`config.mk`:
```
export PLATFORM = sky130hd
export DESIGN_NAME = seven_seg_scanner
export DESIGN_NICKNAME = d
export VERILOG_FILES = /design/src/rtl/seven_seg_scanner.sv
export SDC_FILE = /design/constraint.sdc
export NUM_CORES = 1
export LEC_CHECK = 0
export CAP_MARGIN = 20
export CORE_ASPECT_RATIO = 1.1
export CORE_MARGIN = 5
export CORE_UTILIZATION = 54
export DETAILED_ROUTE_END_ITERATION = 8
export GPL_TIMING_DRIVEN = 1
export PLACE_DENSITY = 0.8
export RECOVER_POWER = 50
export SYNTH_ARGS = -nofsm -noshare
export SYNTH_HDL_FRONTEND = slang
export SYNTH_SLANG_ARGS = --single-unit
```
`constraint.sdc`:
```
create_clock -name clk -period 2.65 [get_ports clk]
set_clock_uncertainty 0.05 [all_clocks]
set_input_delay 0.6625 -clock clk [delete_from_list [all_inputs] [get_ports clk]]
set_output_delay 0.6625 -clock clk [all_outputs]
set_load 0.05 [all_outputs]
```
`src/rtl/seven_seg_scanner.sv`:
```
// Time-multiplexed scan controller for a common-anode seven-segment display with tear-free frame commit.
// Optional leading-zero suppression is enabled by defining LEADING_ZERO_BLANK_EN.
module seven_seg_scanner #(
    parameter int NUM_DIGITS   = 4,
    parameter int REFRESH_DIV  = 50000,
    parameter int BLANK_CYCLES = 1000
) (
    input  logic                          clk,
    input  logic                          rst,
    input  logic [4*NUM_DIGITS-1:0]       value,
    input  logic [NUM_DIGITS-1:0]         dp_in,
    input  logic                          load,
    output logic [6:0]                    seg,
    output logic                          dp,
    output logic [NUM_DIGITS-1:0]         an,
    output logic [$clog2(NUM_DIGITS)-1:0] digit_idx,
    output logic                          frame_done
);

    localparam int IDX_W = $clog2(NUM_DIGITS);
    localparam int CNT_W = $clog2(REFRESH_DIV);

    localparam logic ST_BLANK = 1'b0;
    localparam logic ST_SHOW  = 1'b1;

    localparam logic [CNT_W-1:0] CNT_LAST   = CNT_W'(REFRESH_DIV - 1);
    localparam logic [CNT_W-1:0] BLANK_LAST = CNT_W'(BLANK_CYCLES - 1);
    localparam logic [IDX_W-1:0] IDX_LAST   = IDX_W'(NUM_DIGITS - 1);

    logic                    state_q, state_d;
    logic [CNT_W-1:0]        cnt_q, cnt_d;
    logic [IDX_W-1:0]        digit_q, digit_d;
    logic [4*NUM_DIGITS-1:0] pend_val_q, pend_val_d;
    logic [NUM_DIGITS-1:0]   pend_dp_q, pend_dp_d;
    logic [4*NUM_DIGITS-1:0] disp_val_q, disp_val_d;
    logic [NUM_DIGITS-1:0]   disp_dp_q, disp_dp_d;
    logic [6:0]              seg_q, seg_d;
    logic                    dp_q, dp_d;
    logic [NUM_DIGITS-1:0]   an_q, an_d;
    logic [IDX_W-1:0]        digit_idx_q, digit_idx_d;
    logic                    frame_done_q, frame_done_d;

    logic [NUM_DIGITS-1:0]   supp;
    logic [3:0]              nibble;
    logic                    lit;

    function automatic logic [6:0] decode(input logic [3:0] n);
        case (n)
            4'h0: decode = 7'b0000001;
            4'h1: decode = 7'b1001111;
            4'h2: decode = 7'b0010010;
            4'h3: decode = 7'b0000110;
            4'h4: decode = 7'b1001100;
            4'h5: decode = 7'b0100100;
            4'h6: decode = 7'b0100000;
            4'h7: decode = 7'b0001111;
            4'h8: decode = 7'b0000000;
            4'h9: decode = 7'b0001100;
            4'hA: decode = 7'b0001000;
            4'hB: decode = 7'b1100000;
            4'hC: decode = 7'b0110001;
            4'hD: decode = 7'b1000010;
            4'hE: decode = 7'b0110000;
            default: decode = 7'b0111000;
        endcase
    endfunction

    // The mask only reads the display register, which changes solely at the frame boundary.
`ifdef LEADING_ZERO_BLANK_EN
    logic seen_nz;
    always_comb begin
        seen_nz = 1'b0;
        supp    = '0;
        for (int i = NUM_DIGITS - 1; i > 0; i--) begin
            seen_nz = seen_nz | (disp_val_q[4*i +: 4] != 4'h0);
            supp[i] = ~seen_nz;
        end
    end
`else
    assign supp = '0;
`endif

    // NOTE: every always_comb output gets a default first so no path leaves it unassigned (no latch).
    always_comb begin
        cnt_d   = (cnt_q == CNT_LAST) ? '0 : cnt_q + CNT_W'(1);
        digit_d = digit_q;
        if (cnt_q == CNT_LAST) begin
            digit_d = (digit_q == IDX_LAST) ? '0 : digit_q + IDX_W'(1);
        end

        state_d = state_q;
        case (state_q)
            ST_BLANK: if (cnt_q == BLANK_LAST) state_d = ST_SHOW;
            default:  if (cnt_q == CNT_LAST)   state_d = ST_BLANK;
        endcase

        pend_val_d = load ? value : pend_val_q;
        pend_dp_d  = load ? dp_in : pend_dp_q;

        // Commit happens while digit 0 is still blanking, so a frame never mixes old and new data.
        disp_val_d = disp_val_q;
        disp_dp_d  = disp_dp_q;
        if (frame_done_q) begin
            disp_val_d = load ? value : pend_val_q;
            disp_dp_d  = load ? dp_in : pend_dp_q;
        end
    end

    always_comb begin
        nibble = disp_val_q[{digit_q, 2'b00} +: 4];
        lit    = (state_q == ST_SHOW) && !supp[digit_q];

        seg_d = 7'h7F;
        dp_d  = 1'b1;
        an_d  = '1;
        if (lit) begin
            seg_d         = decode(nibble);
            dp_d          = ~disp_dp_q[digit_q];
            an_d[digit_q] = 1'b0;
        end
        digit_idx_d  = digit_q;
        frame_done_d = (cnt_q == CNT_LAST) && (digit_q == IDX_LAST);
    end

    // NOTE: state is updated with non-blocking assignments only; blocking here would race other flops.
    // NOTE: pending/display registers are reset too, because a blank-slate display of zeros is visible behaviour.
    always_ff @(posedge clk) begin
        if (rst) begin
            state_q      <= ST_BLANK;
            cnt_q        <= '0;
            digit_q      <= '0;
            pend_val_q   <= '0;
            pend_dp_q    <= '0;
            disp_val_q   <= '0;
            disp_dp_q    <= '0;
            seg_q        <= 7'h7F;
            dp_q         <= 1'b1;
            an_q         <= '1;
            digit_idx_q  <= '0;
            frame_done_q <= 1'b0;
        end else begin
            state_q      <= state_d;
            cnt_q        <= cnt_d;
            digit_q      <= digit_d;
            pend_val_q   <= pend_val_d;
            pend_dp_q    <= pend_dp_d;
            disp_val_q   <= disp_val_d;
            disp_dp_q    <= disp_dp_d;
            seg_q        <= seg_d;
            dp_q         <= dp_d;
            an_q         <= an_d;
            digit_idx_q  <= digit_idx_d;
            frame_done_q <= frame_done_d;
        end
    end

    assign seg        = seg_q;
    assign dp         = dp_q;
    assign an         = an_q;
    assign digit_idx  = digit_idx_q;
    assign frame_done = frame_done_q;

endmodule

```
==> results.md, run 1 <==
- Status: complete, no violations
- Tcrit/Tclk final: 0.859
- Num ports: 38
- Post-DP HPWL: 3850 um
- Routed vias: 2206
- Initial antenna violation count: 0
- Startpoint class of the critical path: flip-flop
- Primary FF master, synth: dfxtp_1
- Cts bufs inserted: 9
- Total congestion overflow: 0
- Layout net count: 375
- Area grow syn2layout: 20.4%
- Initial Utilization: 0.559
- Slew @ Worst Pin: 0.780 ns
- DRC viols: 0
- Internal power: 1.71 mW
- Max Fclk: 439 MHz
- Buffer and inverter count on the worst path: 1
- TritonCTS clock tree: yes
- Gpl congestion: 0.847
- Lkg Pwr: 1.26 nW
- Tot GR Track Use: 0.169
- Cell at the root of the clock tree: clkbuf_8
- Die width: 81.3 um
- Cells after synthesis: 306
- Worst path slowest cell: mux4_2
- Crit-path leading delay family: multiplexers
- Peak VDD IR: 0.000353 V
- Placed Cells: 405
- Clock power frac: 0.416
- Critical path cell sequence: mux4_2, inv_1, ha_1, mux2_2, o22ai_1, a21oi_1
- Number of flops mapped to enable cells by yosys: 0
- PD cells: 584 nW/um2
- Vias per inst: 5.25
- Largest net degree at the start of global routing: 42
- Vias in the first global route: 2190
- Worst hold path type: reg2reg
- Register bit total from synthesis: 74
- Syn nets: 340
- Min cycle time layout: 2.28 ns
- Net Sw Frac: 0.194
- Clock Latency Late Sink: 0.33 ns
- Final setup fails: 0
- Final non-filler cell total: 420
- Hold Buf Count CTS: 0
- Slew headroom: 0.480
- Final Slew Violations: 0
- Sequential power share: 0.538
- # clock sinks: 74
- CP max stage delay: 0.61 ns
- FFs w/ async S/R, synth: 0
- Cell row count: 28
- RSZ-0062 raised after global routing: false
- Cell area after synthesis: 3020 um2
- Die area: 7190 um2
- Net Sw Power: 0.411 mW
- Post-synth cell types: 36
- Post-synthesis sequential area ratio: 0.491
- Clk buf depth: 2
- CP required: 2.78 ns
- Critical path capture point type: flip-flop
- Port-buffer cells: 37
- MaxCap Viol Count: 0
- CP Class: reg2reg
- DR iter-0 viols: 88
- Fraction of layout cells with a size suffix above 1: 0.0725
- Critical Path AT: 2.41 ns
- 1st-pass router iterations: 4
- Core ar.: 5400 um2
- CP max FO: 6
- First-pass GRT wire length: 9560 um
- Hold Fails Final Rpt: 0
- CTS clk-pin slew, worst paths: 0.07 ns
- Routed wire length: 5360 um
- Antenna-violating nets left: 0
- CTS resizes: 0
- Hold WS: 0.403 ns
- Average size of a mapped cell: 9.86 um2
- H-tree Lvls: 3
- Power Total: 2.12 mW
- Synth warnings: 0
- Diode count: 0
- Die Y: 88.4 um
- Postcts setup bufs: 0
- Drt wl/cell: 12.8 um
- Final setup TNS: 0 ns
- Comb power frac: 0.046
[worst paths after layout]
check / from / slack [ns] / endpoint / cells after the start
max reg2reg: digit_idx_d[0]$_SDFFE_PP0N_ / 0.37 / seg[3]$_SDFF_PP1_ / 6
min reg2reg: cnt_q[0]$_SDFF_PP0_ / 0.40 / cnt_q[0]$_SDFF_PP0_ / 1
min: cnt_q[0]$_SDFF_PP0_ / 0.40 / cnt_q[0]$_SDFF_PP0_ / 1
max: digit_idx_d[0]$_SDFFE_PP0N_ / 0.37 / seg[3]$_SDFF_PP1_ / 6
[layout by cell type, fill, tap and decap left out, types with 2 or more instances in the layout]
cell	synthesis	layout
a211oi_1	20	20
a21oi_1	6	6
buf_4	0	3
bufinv_16	0	2
clkbuf_1	11	5
clkbuf_8	0	9
clkdlybuf4s50_1	0	35
dfxtp_1	74	74
ha_1	11	11
inv_1	10	10
mux2_2	2	2
mux2i_1	27	27
mux4_2	5	5
nand2_1	12	12
nand2b_1	2	2
nand3_1	5	5
nand4_1	4	4
nor2_1	60	60
nor3_1	3	3
nor4_1	3	3
o211ai_1	2	2
o21ai_0	4	4
o221ai_1	6	6
or3_1	5	5
or4_1	4	4
xnor2_1	10	10
xor2_1	2	2
[layer usage]
| metal | vias up | part of all wire | global-route usage |
|---|---|---|---|
| met2 | 38 | 0.47 | 0.270 |
| li1 | 1148 | - | - |
| met3 | 7 | 0.040 | 0.0489 |
| met1 | 1013 | 0.47 | 0.215 |
| met5 | - | 0 | 0 |
| met4 | 0 | 0.012 | 0.0691 |
[logic make-up (layout without fill, tap and decap cells)]
kind of cell,Yosys count,in the layout,share of synthesized area
buffers and inverters,28,67,0.0365
muxes,34,34,0.134
and+or+nand+nor,103,103,0.153
adders and majority gates,11,11,0.0456
xor gates and xnor gates,12,12,0.0348
DFF,74,74,0.491
AOI/OAI and AO/OA,44,44,0.104
[cells in the mapped netlist, types with 5 or more instances]
master | number | share of area
dfxtp_1 | 74 | 0.49
inv_1 | 10 | 0.012
mux4_2 | 5 | 0.037
nand2_1 | 12 | 0.015
nand3_1 | 5 | 0.0083
clkbuf_1 | 11 | 0.014
nor2_1 | 60 | 0.075
o221ai_1 | 6 | 0.017
mux2i_1 | 27 | 0.090
xnor2_1 | 10 | 0.029
or3_1 | 5 | 0.010
ha_1 | 11 | 0.046
a21oi_1 | 6 | 0.010
a211oi_1 | 20 | 0.050
[sequential cells by signal (all words and copies together), names as in the netlist]
register and cells:
pend_val_q 16, dp 1, frame_done 1, seg 7
disp_dp_q 4, state_q 1, disp_val_q 16, digit_idx_d 2
an 4, cnt_q 16, pend_dp_q 4, digit_idx 2
[metrics by stage]
stage                     setup WS (ns)   util  instance area (um2)
final                             0.373  0.674                 3630
after global routing              0.190  0.674                 3630
after CTS                         0.398  0.678                 3660
after detailed placement          0.413  0.641                 3460
after global placement            0.487  0.641                 3460
after floorplan                   0.363      -                 3020
[power by group through the flow]
| stage | Sequential, mW | Combinational (mW) | Clock, mW |
|---|---|---|---|
| 2_1_floorplan | 1.16 | 0.0561 | 0 |
| 3_3_place_gp | 1.17 | 0.0986 | 0 |
| 3_5_place_dp | 1.17 | 0.100 | 0 |
| 4_1_cts | 1.14 | 0.101 | 0.906 |
| 5_1_grt | 1.14 | 0.110 | 0.963 |
| 6_report | 1.14 | 0.0985 | 0.882 |
[area by class of cell]
| class | instances | area (um2) |
|---|---|---|
| Sequential cell | 74 | 1480 |
| Multi-Input combinational cell | 204 | 1430 |
| Fill cell | 447 | 1760 |
| Clock inverter | 3 | 65.1 |
| Tap cell | 75 | 93.8 |
| Clock buffer | 12 | 135 |
| Inverter | 10 | 37.5 |
| Timing Repair Buffer | 42 | 395 |
(Power assumes the default switching activity.)
==> run 2, diff against run 1 <==
SLEW_MARGIN = 30   (was unset)
==> results of run 2 <==
The final DEF is identical to that of run 1; final timing and power are the same.
